$ cat src/rtl/fru_pla_cfg_loader.sv
// Serial configuration loader for the FruSelect PLA: shifts a parity-protected
// frame into a shadow register and commits it atomically on good even parity.
module fru_pla_cfg_loader #(
  parameter int INPUT_SIZE   = 2,
  parameter int OUTPUT_SIZE  = 4,
  parameter int SEGMENT_SIZE = 2
) (
  input  logic                                                clk,
  input  logic                                                rst,
  input  logic                                                CfgStart,
  input  logic                                                CfgValid,
  input  logic                                                CfgBit,
  output logic                                                CfgReady,
  output logic                                                CfgBusy,
  output logic                                                CfgDone,
  output logic                                                CfgError,
  output logic [OUTPUT_SIZE-1:0][$clog2(INPUT_SIZE)-1:0]      RegMux,
  output logic [OUTPUT_SIZE-1:0][(2**SEGMENT_SIZE)-1:0]       RegMintermORSelect
);

  localparam int MUX_W  = $clog2(INPUT_SIZE);
  localparam int MT_W   = 2**SEGMENT_SIZE;
  localparam int TOTAL  = OUTPUT_SIZE*(MUX_W+MT_W);
  localparam int MUX_T  = OUTPUT_SIZE*MUX_W;
  localparam int MT_T   = OUTPUT_SIZE*MT_W;
  localparam int CNT_W  = $clog2(TOTAL+2);
  localparam logic [CNT_W-1:0] LAST_IDX = CNT_W'(TOTAL);

  typedef enum logic [1:0] {
    ST_IDLE   = 2'd0,
    ST_SHIFT  = 2'd1,
    ST_COMMIT = 2'd2
  } state_t;

  state_t                              r_state;
  state_t                              w_state_nxt;
  logic [CNT_W-1:0]                    r_cnt;
  logic                                r_par;
  logic [TOTAL-1:0]                    r_shadow;
  logic                                r_done;
  logic                                r_err;
  logic [OUTPUT_SIZE-1:0][MUX_W-1:0]   r_mux;
  logic [OUTPUT_SIZE-1:0][MT_W-1:0]    r_mt;
  logic                                w_accept;
  logic                                w_last;
  logic                                w_restart;

  // A start pulse outranks a coincident bit, so the bit is never accepted.
  assign w_accept  = (r_state == ST_SHIFT) && CfgValid && !CfgStart;
  assign w_last    = w_accept && (r_cnt == LAST_IDX);
  assign w_restart = CfgStart && (r_state != ST_COMMIT);

  assign CfgReady           = (r_state == ST_SHIFT);
  assign CfgBusy            = (r_state != ST_IDLE);
  assign CfgDone            = r_done;
  assign CfgError           = r_err;
  assign RegMux             = r_mux;
  assign RegMintermORSelect = r_mt;

  // State register.
  always_ff @(posedge clk) begin
    if (rst) begin
      r_state <= ST_IDLE;
    end else begin
      r_state <= w_state_nxt;
    end
  end

  // Next-state decode.
  always_comb begin
    w_state_nxt = r_state;
    case (r_state)
      ST_IDLE: begin
        if (CfgStart) begin
          w_state_nxt = ST_SHIFT;
        end else begin
          w_state_nxt = ST_IDLE;
        end
      end
      ST_SHIFT: begin
        if (CfgStart) begin
          w_state_nxt = ST_SHIFT;
        end else if (w_last) begin
          w_state_nxt = ST_COMMIT;
        end else begin
          w_state_nxt = ST_SHIFT;
        end
      end
      ST_COMMIT: w_state_nxt = ST_IDLE;
      default:   w_state_nxt = ST_IDLE;
    endcase
  end

  // Frame datapath, committed configuration and status flags.
  always_ff @(posedge clk) begin
    if (rst) begin
      r_cnt    <= '0;
      r_par    <= 1'b0;
      r_shadow <= '0;
      r_done   <= 1'b0;
      r_err    <= 1'b0;
      r_mux    <= '0;
      r_mt     <= '0;
    end else begin
      r_done <= 1'b0;
      if (w_restart) begin
        r_cnt    <= '0;
        r_par    <= 1'b0;
        r_shadow <= '0;
        r_err    <= 1'b0;
      end else if (w_accept) begin
        r_cnt <= r_cnt + CNT_W'(1);
        r_par <= r_par ^ CfgBit;
        // The parity bit only feeds the running parity, never the shadow.
        if (r_cnt < LAST_IDX) begin
          r_shadow <= {r_shadow[TOTAL-2:0], CfgBit};
        end
      end else if (r_state == ST_COMMIT) begin
        if (r_par == 1'b0) begin
          r_mux  <= r_shadow[TOTAL-1 -: MUX_T];
          r_mt   <= r_shadow[MT_T-1:0];
          r_done <= 1'b1;
        end else begin
          r_err <= 1'b1;
        end
      end
    end
  end

endmodule
$ cat config.mk
export PLATFORM = sky130hd
export DESIGN_NAME = fru_pla_cfg_loader
export DESIGN_NICKNAME = d
export VERILOG_FILES = /design/src/rtl/fru_pla_cfg_loader.sv
export SDC_FILE = /design/constraint.sdc
export NUM_CORES = 1
export LEC_CHECK = 0
export ABC_AREA = 1
export ABC_CLOCK_PERIOD_IN_PS = 1000
export CAP_MARGIN = 15
export CORE_MARGIN = 2
export CORE_UTILIZATION = 50
export CTS_BUF_LIST = sky130_fd_sc_hd__clkbuf_2
export CTS_CLUSTER_DIAMETER = 40
export DETAILED_ROUTE_END_ITERATION = 6
export PLACE_DENSITY = 0.77
export SYNTH_ARGS = -nofsm -noshare
export SYNTH_HDL_FRONTEND = slang
export SYNTH_SLANG_ARGS = --single-unit
$ cat constraint.sdc
create_clock -name clk -period 1 [get_ports clk]
set_input_delay 0.2 -clock clk [delete_from_list [all_inputs] [get_ports clk]]
set_output_delay 0.2 -clock clk [all_outputs]
set_load 0.1 [all_outputs]
==> results by group, run 1 <==
Status
  – Status: finished with violations
  – Failing checks: negative setup slack

Timing
  – RSZ-0062 raised after global routing: yes
  – Hold Violations, Final: 0
  – Endpoints failing setup: 74
  – Tmin final: 1590 ps
  – Worst slew margin: 0.688
  – Slew at the pin closest to its max-slew limit: 465 ps
  – Setup TNS: -31510 ps
  – Tcrit/Tclk final: 1.59
  – Worst setup margin: -592 ps
  – Fmax: 0.628 GHz
  – Clock Skew: 28.4 ps
  – Slew Viols, Final: 0

Synthesis
  – Mux contribution to synthesized area: 0
  – Synth unique cells: 17
  – Net Count, Synth: 255
  – Post-Synth XOR/XNOR Area: 0.00873
  – Mapped cell area: 2010 µm²
  – Main combinational cell family by area after synthesis: simple AND/OR/NAND/NOR gates
  – #FFs+latches synth: 50
  – Synth Area in Compound Gates: 0.141
  – Synth Area in Simple Gates: 0.254
  – Syn Area/Cell: 8.09 µm²
  – Register area share after synthesis: 0.499
  – Syn Inst Count: 248
  – Yosys warns: 0
  – Adder-Cell Fraction of Synth Area: 0.0125

Floorplanning
  – Full die area: 4530 µm²
  – Row cnt: 23
  – Core area: 3940 µm²
  – Initial Util: 0.509
  – Die Ht: 67.3 µm
  – Chip width: 67.3 µm
  – # IOs: 29

Layout
  – Area delta synth->final: 90.7%
  – Share of cells above drive strength 1: 0.660
  – Ant diodes: 0
  – Post-route cell area: 3820 µm²
  – Layout filler cell count: 61
  – Post-route insts no fill: 371
  – Net count, final: 328

Pwr
  – Leakage power total: 1.27 nW
  – Cell area power density: 872 nW/µm²
  – Final Total Pwr: 0.00333 W
  – VDD IR max: 1.08 mV

Critical path
  – CP dominant cell by count: nor2_4
  – CP endpoint kind: register
  – CP Cell Sequence: inv_4 -> buf_4 -> nor2_4 -> nor2_4 -> nor2_4 -> buf_12 -> inv_12 -> buf_12 -> a21oi_2
  – Crit-path max FO: 6
  – Req. time, crit path: 1390 ps
  – Critical Path AT: 1980 ps
  – Critical path startpoint: r_state[1]$_SDFF_PP0_
  – R2r startpoint: r_state[1]$_SDFF_PP0_
  – WS Path Type: register to register
  – Worst setup SP type: register
  – Slowest stage delay, CP: 430 ps
  – CP max stage cell: dfxtp_2

Global route
  – Global route hottest layer: met2
  – Global-route usage over all layers: 0.317
  – Number of global-route vias before repair: 2181
  – Met2 global-route usage: 0.550
  – GRT overflow: 0
  – Global-route wire length before repair: 10500 µm
  – Met1 usage: 0.367
  – Initial antenna violation count: 0
  – GRT met3 Usage: 0.0733
  – Largest net degree at the start of global routing: 24

Routing
  – DRT Pass-1 Iters: 6
  – Routed WL: 10200 µm
  – # DRC: 0
  – Initial DRC Count: 351
  – Drt via density: 6.55
  – Antenna Nets Post-Route: 0
  – Wire per inst: 27.6 µm
  – Routed vias: 2429

Job
  – Max-cap violations: 0

CTS
  – Worst-path clk slew: 250 ps
  – CTS sink cnt: 50
  – Number of H-tree levels: 2
  – CTS tree: done
  – CTS root buffer: clkbuf_2
  – Worst-Skew Late Latency: 460 ps
  – Maximum buffer depth of the clock tree: 2
  – CTS buffer count: 5
  – # hold bufs at CTS: 0

Placed design
  – Final HPWL DP: 2960 µm
  – Placed instance count: 330
  – GP Congestion: 0.801
  – Pre-CTS WS: -499 ps
  – Port bufs: 28
  – Placed Area: 2780 µm²

Hold path
  – Min-delay src: CfgStart
  – Hold Crit Class: input pin to register
-- final timing paths --
check | endpoint | slack (ps) | depth (start not counted)
max reg2reg | r_shadow[13]$_SDFFE_PP0P_ | -590 | 9
min reg2reg | RegMintermORSelect[11]$_SDFFE_PP0P_ | 520 | 2
min | r_state[0]$_SDFF_PP0_ | 380 | 3
max | r_shadow[13]$_SDFFE_PP0P_ | -590 | 9
-- routing by layer --
layer  vias up  part of all wire
li1        970                 -
met4         0             0.094
met3        92             0.089
met5         -                 0
met1      1145              0.34
met2       222              0.48
-- timing repair --
item / CTS / global route
setup endpoints to repair: 73 / 74
resized for setup: 56 / 97
setup buffers: 27 / 13
gates cloned: 7 / 2
pin swaps: 13 / 22
hold endpoints to repair: 0 / 0
-- flip-flops by register name, summed over array words and instances, names as in the netlist --
register	count
RegMux	4
RegMintermORSelect	16
r_state	2
r_cnt	5
CfgDone	1
r_shadow	20
CfgError	1
r_par	1
-- cells in the final DEF, fill, tap and decap left out, drive strengths merged --
cell type and instances:
o21ai 1, clkinv 1, inv 12, nor2 11
clkinvlp 1, clkdlybuf4s50 4, nand3 43, a21oi 48
ha 2, clkbuf 7, xor2 2, dfxtp 50
buf 77, nand2 62
-- synthesized netlist by cell type --
| cell type | number | share of area |
|---|---|---|
| clkbuf_1 | 3 | 0.0056 |
| nor2_2 | 1 | 0.0031 |
| xor2_1 | 2 | 0.0087 |
| a21oi_1 | 38 | 0.095 |
| inv_2 | 2 | 0.0037 |
| buf_6 | 7 | 0.039 |
| nand3_1 | 43 | 0.11 |
| o21ai_1 | 1 | 0.0025 |
| dfxtp_1 | 50 | 0.50 |
| nand2_2 | 1 | 0.0031 |
| nor2_1 | 8 | 0.015 |
| nor2_4 | 2 | 0.011 |
| inv_1 | 10 | 0.019 |
| nand2_1 | 61 | 0.11 |
| buf_2 | 7 | 0.017 |
| a21oi_2 | 10 | 0.044 |
| ha_1 | 2 | 0.012 |
-- logic make-up (layout without fill, tap and decap cells) --
| family | after synthesis | in the layout |
|---|---|---|
| AO/OA/AOI/OAI | 49 | 49 |
| XOR/XNOR | 2 | 2 |
| adder cells (fa/ha/maj) | 2 | 2 |
| buffers and inverters | 29 | 102 |
| flip-flops | 50 | 50 |
| AND/OR/NAND/NOR | 116 | 116 |
-- where the power goes --
group          switching, W  internal [W]
clock              0.000727      0.000166
combinational      0.000250      0.000204
sequential       0.00000865       0.00198
-- through the flow --
stage,hold slack [ps],utilization
CTS,342,0.850
detailed placement,463,0.706
global placement,461,0.706
global route,377,0.970
floorplan,262,-
finish,382,0.970
-- cell type report --
| type | instances | area [µm²] | area share |
|---|---|---|---|
| repair buffers | 83 | 1270 | 0.333 |
| flip-flops and latches | 50 | 1060 | 0.276 |
| multi-input cells | 169 | 1330 | 0.347 |
| inverters | 12 | 66.3 | 0.0173 |
| well taps | 50 | 62.6 | 0.0164 |
| clock inverters | 2 | 13.8 | 0.00360 |
| clock buffers | 5 | 25.0 | 0.00654 |
-- worst max-delay path, delay by kind of cell (launching register included) --
kind                   cells  cell delay, ps
DFF                        1             430
and+or+nand+nor            3             460
buffers and inverters      5             510
AOI/OAI and AO/OA          1             140
Power figures use the tool's default switching activity.
==> run 2, diff against run 1 <==
CELL_PAD_IN_SITES_DETAIL_PLACEMENT = 0   (was unset)
CELL_PAD_IN_SITES_GLOBAL_PLACEMENT = 1   (was unset)
CORE_UTILIZATION = 26   (was 50)
CTS_BUF_LIST = sky130_fd_sc_hd__clkbuf_4   (was sky130_fd_sc_hd__clkbuf_2)
PLACE_DENSITY = unset   (was 0.77)
PLACE_DENSITY_LB_ADDON = 0.1   (was unset)
==> results by group, run 2 (synthesized netlist as in run 1, its figures left out) <==
Status
  – Status: finished with violations
  – Failing checks: negative setup slack

Layout
  – Ant diodes: 0 (unchanged)
  – FF/Latch Area: 1060 µm² (+0.71%)
  – Share of cells above drive strength 1: 0.738 (+0.0777)
  – Most frequent cells in the layout: 40 x a21oi_2, 31 x buf_12, 27 x nand3_2, 26 x dfxtp_1, 25 x nand2_4
  – Largest Register: r_shadow
  – Max reg flops: 20 (unchanged)
  – Area delta synth->final: 97.2%
  – Post-route cell area: 3960 µm² (+3.4%)
  – Footprint of the multi-input gates: 1420 µm² (+7.2%)
  – Net count, final: 323 (-1.5%)
  – Most common cell after layout, fill and taps aside: a21oi_2
  – Post-route insts no fill: 419 (+13%)
  – Layout filler cell count: 700 (+1000%)

Floorplanning
  – Core area: 7610 µm² (+93%)
  – Initial Util: 0.264 (-0.245)
  – Row cnt: 32 (+39%)
  – Full die area: 8430 µm² (+86%)
  – Die Ht: 91.8 µm (+36%)
  – # IOs: 29 (unchanged)
  – Chip width: 91.8 µm (+36%)

Job
  – Max-cap violations: 0 (unchanged)

Global route
  – Global-route wire length before repair: 9750 µm (-7.1%)
  – Global-route usage over all layers: 0.146 (-0.170)
  – Largest net degree at the start of global routing: 21 (-13%)
  – Initial antenna violation count: 0 (unchanged)
  – Number of global-route vias before repair: 1857 (-15%)
  – GRT overflow: 0 (unchanged)

Critical path
  – Crit-path max FO: 3 (-3)
  – Critical Path AT: 1160 ps (-820 ps)
  – CP max stage cell: dfxtp_4
  – WP buf/inv: 3 (-2)
  – CP endpoint kind: output port
  – Cell family with most CP delay: flip-flops
  – Req. time, crit path: 800 ps (-590 ps)
  – Worst setup SP type: register
  – CP Cell Sequence: nand2_4 -> buf_6 -> clkinvlp_4 -> buf_12
  – WS Path Type: register to output port
  – Slowest stage delay, CP: 390 ps (-40 ps)

Timing
  – Hold Violations, Final: 0 (unchanged)
  – RSZ-0062 raised after global routing: yes
  – Fmax: 0.734 GHz (+17%)
  – Endpoints failing setup: 74 (unchanged)
  – Tcrit/Tclk final: 1.36 (-0.230)
  – Slew at the pin closest to its max-slew limit: 306 ps (-159 ps)
  – Slew Viols, Final: 0 (unchanged)
  – Setup TNS: -15500 ps (+16010 ps)
  – Worst slew margin: 0.796 (+0.108)
  – Tmin final: 1360 ps (-230 ps)
  – Worst setup margin: -362 ps (+230 ps)
  – Clock Skew: 24.0 ps (-4.44 ps)

Placed design
  – Placed instance count: 385 (+17%)
  – Port bufs: 28 (unchanged)
  – Placed Area: 2860 µm² (+2.7%)
  – Final HPWL DP: 3330 µm (+12%)
  – GP Congestion: 0.727 (-9.2%)

Routing
  – Drt via density: 4.54 (-31%)
  – Routed WL: 5750 µm (-44%)
  – DRT Pass-1 Iters: 4 (-2)
  – Initial DRC Count: 47 (-87%)
  – # DRC: 0 (unchanged)
  – Routed vias: 1901 (-22%)
  – Antenna Nets Post-Route: 0 (unchanged)
  – Wire per inst: 13.7 µm (-50%)

CTS
  – Worst-path clk slew: 140 ps (-110 ps)
  – Maximum buffer depth of the clock tree: 2 (unchanged)
  – # hold bufs at CTS: 0 (unchanged)
  – CTS sink cnt: 50 (unchanged)
  – CTS buffer count: 5 (unchanged)
  – CTS tree: done
  – Number of H-tree levels: 2 (unchanged)
  – Worst-Skew Late Latency: 380 ps (-80 ps)
  – CTS root buffer: clkbuf_4

Pwr
  – Cell area power density: 919 nW/µm² (+5.4%)
  – VDD IR max: 0.866 mV (-20%)
  – Leakage power total: 1.26 nW (-0.74%)

Hold path
  – Hold Crit Class: input pin to register
## run 2: layer usage
metal	wire length, µm	vias up	track usage
met4	43	0	0.0373
met1	2720	904	0.201
met3	157	4	0.0288
li1	-	971	-
met2	2830	22	0.236
met5	0	-	0
## run 2: layout make-up
cell class              count  area share
clock buffers               5     0.00949
clock inverters             3      0.0120
inverters                  12      0.0149
multi-input cells         169       0.360
flip-flops and latches     50       0.269
well taps                 102      0.0323
repair buffers             78       0.303
## run 2: power by group
group          internal [W]  switching (W)  total [W]  leakage (nW)
logic              0.000195       0.000216   0.000410         0.797
clock network      0.000541       0.000712    0.00125        0.0458
registers           0.00196     0.00000626    0.00197         0.419
total               0.00270       0.000934    0.00363          1.26
## run 2: path summary, 6_finish.rpt
| path | start | to | slack, ps | cells past startpoint |
|---|---|---|---|---|
| worst max-delay path | r_state[0]$_SDFF_PP0_ | CfgReady | -360 | 4 |
| worst min-delay path | CfgStart | r_state[0]$_SDFF_PP0_ | 450 | 3 |
| worst max register to register | r_state[1]$_SDFF_PP0_ | r_shadow[13]$_SDFFE_PP0P_ | -290 | 9 |
| worst min register to register | CfgError$_SDFFE_PP0P_ | CfgError$_SDFFE_PP0P_ | 490 | 2 |
## run 2: repair_timing
item	4_1_cts	5_1_grt
pin swaps	36	10
cloned	9	1
gates resized for setup	95	88
setup buffers	13	11
endpoints found under the setup margin	73	74
## run 2: metrics by stage
stage / setup slack (ps) / hold WS [ps] / util / power, W
finish: -362 / 451 / 0.520 / 0.00363
global route: -430 / 460 / 0.520 / 0.00381
CTS: -403 / 436 / 0.480 / 0.00372
detailed placement: -446 / 468 / 0.376 / 0.00231
global placement: -422 / 464 / 0.376 / 0.00231
floorplan: -222 / 262 / - / 0.00221
## run 2: worst reg2reg max path, delay by kind of cell, from the launching register on
family          cells  cell delay (ps)
flops               1              350
simple gates        4              320
buf+inv             4              490
compound gates      1               50
==> run 3, diff against run 2 <==
ABC_CLOCK_PERIOD_IN_PS = unset   (was 1000)
==> results of run 3 <==
Final layout, timing and power as in run 2 (identical DEF).
